===== src/rtl/priority_encoder_16to4_pkg.sv =====
// ============================================================================
// priority_encoder_16to4_pkg : shared widths and constants for the encoder
// Rev 1.0 : initial release
// ============================================================================
`default_nettype none

package priority_encoder_16to4_pkg;

   localparam int DEF_WIDTH = 16;
   localparam int DEF_SEL_W = $clog2(DEF_WIDTH);

   localparam logic [DEF_WIDTH-1:0] NO_REQ = '0;

endpackage

`default_nettype wire


===== src/rtl/priority_encoder_16to4_if.sv =====
// ============================================================================
// priority_encoder_16to4_if : request bus and index handshake of the encoder
// Rev 1.0 : initial release
// ============================================================================
`default_nettype none

interface priority_encoder_16to4_if
   import priority_encoder_16to4_pkg::*;
#(
   parameter int WIDTH = DEF_WIDTH,
   parameter int SEL_W = $clog2(WIDTH)
);

   logic             enable;
   logic [WIDTH-1:0] D;
   logic [SEL_W-1:0] sel;
   logic             valid;
   logic             ready;
   logic [WIDTH-1:0] pending;
   logic             overrun;

   modport master (
      output enable, D, ready,
      input  sel, valid, pending, overrun
   );

   modport slave (
      input  enable, D, ready,
      output sel, valid, pending, overrun
   );

endinterface

`default_nettype wire


===== src/rtl/priority_find_msb.sv =====
// ============================================================================
// priority_find_msb : combinational index of the highest set bit of a vector
// Rev 1.0 : initial release
// ============================================================================
`default_nettype none

module priority_find_msb
   import priority_encoder_16to4_pkg::*;
#(
   parameter int WIDTH = DEF_WIDTH,
   parameter int SEL_W = $clog2(WIDTH)
) (
   input  logic [WIDTH-1:0] vec_i,
   output logic [SEL_W-1:0] idx_o,
   output logic             found_o
);

   // Ascending scan: the last hit, i.e. the highest set bit, wins.
   always_comb begin
      idx_o   = '0;
      found_o = 1'b0;
      for (int i = 0; i < WIDTH; i++) begin
         if (vec_i[i]) begin
            idx_o   = SEL_W'(i);
            found_o = 1'b1;
         end
      end
   end

endmodule

`default_nettype wire


===== src/rtl/priority_encoder_16to4.sv =====
// ============================================================================
// priority_encoder_16to4 : pending-request register drained highest index first
// over a valid/ready handshake. Optional sticky overrun flag is enabled by
// defining PRIORITY_ENCODER_OVERRUN_EN.
// Rev 1.0 : initial release
// ============================================================================
`default_nettype none

module priority_encoder_16to4
   import priority_encoder_16to4_pkg::*;
#(
   parameter int WIDTH = DEF_WIDTH,
   parameter int SEL_W = $clog2(WIDTH)
) (
   input  logic                       clk,
   input  logic                       rst_n,
   priority_encoder_16to4_if.slave    bus
);

   localparam logic [WIDTH-1:0] ZERO_VEC = WIDTH'(NO_REQ);
   localparam logic [WIDTH-1:0] ONE_VEC  = WIDTH'(1);

   logic [WIDTH-1:0] pending_q, pending_d;
   logic [SEL_W-1:0] sel_q, sel_d;
   logic             valid_q, valid_d;

   logic             transfer;
   logic             slot_free;
   logic [WIDTH-1:0] held_mask;
   logic [WIDTH-1:0] clr_mask;
   logic [WIDTH-1:0] eligible;
   logic [WIDTH-1:0] new_req;
   logic [SEL_W-1:0] msb_idx;
   logic             msb_found;

   assign transfer  = valid_q & bus.ready;
   assign slot_free = ~valid_q | transfer;

   // The index on sel stays pending until accepted; it is masked from
   // re-selection while held and cleared on the accepting edge.
   assign held_mask = valid_q  ? (ONE_VEC << sel_q) : ZERO_VEC;
   assign clr_mask  = transfer ? held_mask          : ZERO_VEC;
   assign eligible  = pending_q & ~held_mask;
   assign new_req   = bus.enable ? bus.D : ZERO_VEC;

   priority_find_msb #(
      .WIDTH (WIDTH),
      .SEL_W (SEL_W)
   ) u_find_msb (
      .vec_i   (eligible),
      .idx_o   (msb_idx),
      .found_o (msb_found)
   );

   always_comb begin
      pending_d = (pending_q & ~clr_mask) | new_req;
      sel_d     = sel_q;
      valid_d   = valid_q;
      if (slot_free) begin
         valid_d = msb_found;
         if (msb_found) begin
            sel_d = msb_idx;
         end
      end
   end

   always_ff @(posedge clk or negedge rst_n) begin
      if (!rst_n) begin
         pending_q <= '0;
         sel_q     <= '0;
         valid_q   <= 1'b0;
      end else begin
         pending_q <= pending_d;
         sel_q     <= sel_d;
         valid_q   <= valid_d;
      end
   end

`ifdef PRIORITY_ENCODER_OVERRUN_EN
   logic overrun_q, overrun_d;

   // A request arriving for an index still pending (and not retired this
   // edge) is lost by merging; flag it until reset.
   assign overrun_d = overrun_q | (|(new_req & pending_q & ~clr_mask));

   always_ff @(posedge clk or negedge rst_n) begin
      if (!rst_n) begin
         overrun_q <= 1'b0;
      end else begin
         overrun_q <= overrun_d;
      end
   end

   assign bus.overrun = overrun_q;
`else
   assign bus.overrun = 1'b0;
`endif

   assign bus.sel     = sel_q;
   assign bus.valid   = valid_q;
   assign bus.pending = pending_q;

endmodule

`default_nettype wire


===== src/flat_wrapper.sv =====
// flat-port wrapper written by rule: the top's interface ports become plain ports
module priority_encoder_16to4_flat import priority_encoder_16to4_pkg::*;
#(
   parameter int WIDTH = DEF_WIDTH,
   parameter int SEL_W = $clog2(WIDTH)
)
  (clk, rst_n, bus_enable, bus_D, bus_ready, bus_sel, bus_valid, bus_pending, bus_overrun);
  priority_encoder_16to4_if #(.WIDTH(WIDTH), .SEL_W(SEL_W)) bus_i ();
  input  logic clk;
  input  logic rst_n;
  input wire logic [$bits(bus_i.enable)-1:0] bus_enable;
  input wire logic [$bits(bus_i.D)-1:0] bus_D;
  input wire logic [$bits(bus_i.ready)-1:0] bus_ready;
  output wire logic [$bits(bus_i.sel)-1:0] bus_sel;
  output wire logic [$bits(bus_i.valid)-1:0] bus_valid;
  output wire logic [$bits(bus_i.pending)-1:0] bus_pending;
  output wire logic [$bits(bus_i.overrun)-1:0] bus_overrun;
  assign bus_i.enable = bus_enable;
  assign bus_i.D = bus_D;
  assign bus_i.ready = bus_ready;
  assign bus_sel = bus_i.sel;
  assign bus_valid = bus_i.valid;
  assign bus_pending = bus_i.pending;
  assign bus_overrun = bus_i.overrun;
  priority_encoder_16to4 #(.WIDTH(WIDTH), .SEL_W(SEL_W)) u_core (.clk(clk), .rst_n(rst_n), .bus(bus_i));
endmodule

===== config.mk =====
export PLATFORM = sky130hd
export DESIGN_NAME = priority_encoder_16to4_flat
export DESIGN_NICKNAME = d
export VERILOG_FILES = /design/src/rtl/priority_encoder_16to4_pkg.sv /design/src/rtl/priority_encoder_16to4_if.sv /design/src/rtl/priority_find_msb.sv /design/src/rtl/priority_encoder_16to4.sv /design/src/flat_wrapper.sv
export SDC_FILE = /design/constraint.sdc
export NUM_CORES = 1
export LEC_CHECK = 0
export BUFFER_PORTS_ARGS = -buffer_cell sky130_fd_sc_hd__buf_4
export CORE_MARGIN = 8
export CORE_UTILIZATION = 52
export CTS_CLUSTER_SIZE = 40
export DETAILED_ROUTE_END_ITERATION = 8
export PLACE_DENSITY = 0.86
export SLEW_MARGIN = 0
export SYNTH_ARGS = -nofsm -noshare
export SYNTH_HDL_FRONTEND = slang
export SYNTH_SLANG_ARGS = --single-unit

===== constraint.sdc =====
create_clock -name clk -period 3.3 [get_ports clk]
set_input_delay 0.165 -clock clk [delete_from_list [all_inputs] [get_ports clk]]
set_output_delay 0.165 -clock clk [all_outputs]
set_load 0.05 [all_outputs]

==> impl_metrics.ini <==
[job]
cap_violations = 0

[synth]
ys_top_cells_by_area = dfrtp_1, a221o_1, o21ai_0
yosysSeqAreaShare_pct = 44.03
synth_area_um2 = 1194
yosysTopAreaCell = dfrtp_1
synth_warnings = 0
synth.avg_cell_area_um2 = 10.03
syn_nets = 139
post-synth-top-area-fraction_pct = 44.03
ys_ff_latch = 21
yosysUniqueCellTypes = 42
synth_cells = 119

[worst_setup_path]
worst-r2r-cell-count = 6
crit_cells = 6
worstSetupPathType = reg -> reg
worst-path-buf-inv = 0
critPathLaunchType = flip-flop
crit_required_ns = 3.51
arrival_ns = 2.76
critPathMaxStageDelay_ns = 0.47
end_kind = flip-flop
cp_top_family = simple AND/OR/NAND/NOR gates
crit_fanout = 9
timing.rr.start = u_core.bus.sel[1]
timing.rr.end = u_core.bus.sel[1]
crit_chain = nand2b_1 -> o41a_1 -> or4_4 -> nor4_4 -> nor2_2 -> mux2_1
regToRegSetupSlack_ns = 0.74
crit_slowest_cell = dfrtp_1

[timing]
hold_violations = 0
layout_min_cycle_time_ns = 2.557
fin_crit_sh_pct = 77.50
fin_worst_skew_ns = 0.006693
grt_setup_unrepaired = false
fmax_mhz = 391.0
slew-limit-headroom_pct = 60.44
finalWorstSetupSlack_ns = 0.7426
final-setup-viol-count = 0
setup_tns_ns = 0
tightest_slew_ns = 0.5872
drv_slew = 0

[power_and_ir_drop]
internal-power_mw = 0.4469
power.total_mw = 0.8289
leakage_nw = 0.5988
pwr_density_cell_nw_per_um2 = 547.0
sw_frac_of_total_pct = 46.09
p_clk_share_pct = 16.2
combPwrFrac_pct = 43.6
switchingPower_mw = 0.3820
pwr-share-seq_pct = 40.2
ir_worst_vdd_mv = 0.3921

[global_route]
grt_overflow = 0
grt_usage_pct = 16.59
grt_antenna_before_repair = 0
grt_pass1_vias = 1238
grt_max_degree = 22
grt_pass1_wl_mm = 5.782

[floorplanning]
core.rowCount = 17
pin_count = 42
initial_core_util_pct = 54.48
die_h_um = 63.91
core_um2 = 2191
dieWidth_um = 63.91
design.die.area_um2 = 4084

[final_layout]
final_core_util_pct = 69.16
antenna_cells = 0
drive_gt1_share_pct = 30.77
fin_cells = 184
layout.nets = 177
area_growth_pct = 26.94

[clock_tree]
cts_root_buf = clkbuf_4
cts_resized = 0
numCtsBuffers = 3
clock-sinks = 21
clockBufferDepth = 2
clk_latency_ns = 0.32
cts_max_level = 1
path_clk_slew_ns = 0.13
cts_tree = done

[drt]
post_drt_via_cell_ratio = 6.413
route.detailed.drc = 0
final_antenna_net_count = 0
via_count = 1180
drt_iter0_markers = 57
routed_wl_mm = 3.402
firstDrtPassIters = 5
wl_per_cell_um = 18.49

[placed_design]
port_buffers = 40
gp_congestion = 0.9511
place_ws_ns = 0.8179
post-dp-hpwl_mm = 2.549
dpl.cell_count = 179

[min_path]
holdPathStages = 2
hp-class = in -> reg
hold_start = bus_D[15]
hold_path_end = u_core.bus.pending[15]

[status]
status = complete, no violations
## state kept, by name, summed over array words and instances (netlist names)
signal,count
u_core.bus.pending,16
u_core.bus.sel,4
u_core.bus.valid,1
## cells in the final DEF, fill, tap and decap left out, types with 2 or more instances in the layout
cell,n
buf_4,40
dfrtp_1,21
o21ai_0,13
nand2_1,10
o21a_1,8
a221o_1,8
a22oi_1,6
inv_1,5
nor2_1,4
nand4_1,3
clkbuf_4,3
nand3b_1,2
or3b_1,2
a31oi_1,2
nor2b_1,2
mux2i_1,2
## Yosys cell counts, drive strengths merged
cell / instances
o41a: 1
or4: 1
inv: 5
o2111ai: 1
and4: 1
mux2i: 2
a31oi: 2
dfrtp: 21
a221o: 9
o22ai: 1
o31ai: 1
nand3b: 2
conb: 1
o21ai: 13
or3b: 2
buf: 6
nand4: 3
a22o: 1
nand3: 1
nor3b: 1
a211o: 1
nand2: 10
o311ai: 1
nand4b: 1
nor2b: 2
nor4: 2
o211ai: 1
nand4bb: 1
mux2: 1
o21a: 8
a22oi: 6
a21oi: 1
nor2: 5
nand2b: 1
or2b: 1
clkbuf: 2
## power groups by stage
stage | clock (mW) | combinational (mW) | sequential, mW
2_1_floorplan | 0 | 0.167 | 0.417
3_3_place_gp | 0 | 0.346 | 0.330
3_5_place_dp | 0 | 0.355 | 0.335
4_1_cts | 0.131 | 0.359 | 0.330
5_1_grt | 0.141 | 0.384 | 0.337
6_report | 0.134 | 0.362 | 0.333
## cell type report
| cell class | instances | area (um2) |
|---|---|---|
| Tap cell | 28 | 35.03 |
| Inverter | 5 | 18.77 |
| Clock buffer | 3 | 22.52 |
| Clock inverter | 1 | 5.005 |
| Fill cell | 176 | 675.6 |
| Timing Repair Buffer | 41 | 310.3 |
| Multi-Input combinational cell | 85 | 598.1 |
| Sequential cell | 21 | 525.5 |
## metrics by stage
step	hold WS (ns)	cell area (um2)
final	0.05594	1515
after detailed placement	0.06459	1478
after global routing	0.06248	1515
after floorplan	-0.1306	1194
after CTS	0.06716	1515
after global placement	0.06004	1478
## per-layer routing
layer	routed length, um	share of wire (%)	track usage, %
met2	1676	49	27.23
met1	1422	42	20.43
met5	0	0	0
met3	264	7.8	5.052
met4	38	1.1	4.735
## cell families after synthesis
group	Yosys count	synth area share [%]
AOI/OAI and AO/OA	47	29.04
and+or+nand+nor	34	18.14
DFF	21	44.02
buffers and inverters	13	5.870
muxes	3	2.621
other	1	0.3142
## repair_timing
item	CTS	global route
buffers inserted	0	0
hold endpoints to repair	21	0
hold buffers	1	0
setup endpoints to repair	0	0
## worst max path at each step
stage | from | endpoint | slack, ns
final | u_core.bus.sel[1] | u_core.bus.sel[1] | 0.74
after global routing | u_core.bus.sel[2] | u_core.bus.sel[1] | 0.66
after CTS | u_core.bus.sel[1] | u_core.bus.sel[1] | 0.80
after global placement | u_core.bus.sel[1] | u_core.bus.sel[1] | 0.96
after floorplan | u_core.bus.sel[3] | u_core.bus.sel[1] | 0.74
after detailed placement | u_core.bus.sel[1] | u_core.bus.sel[1] | 0.82
(Power assumes the default switching activity.)
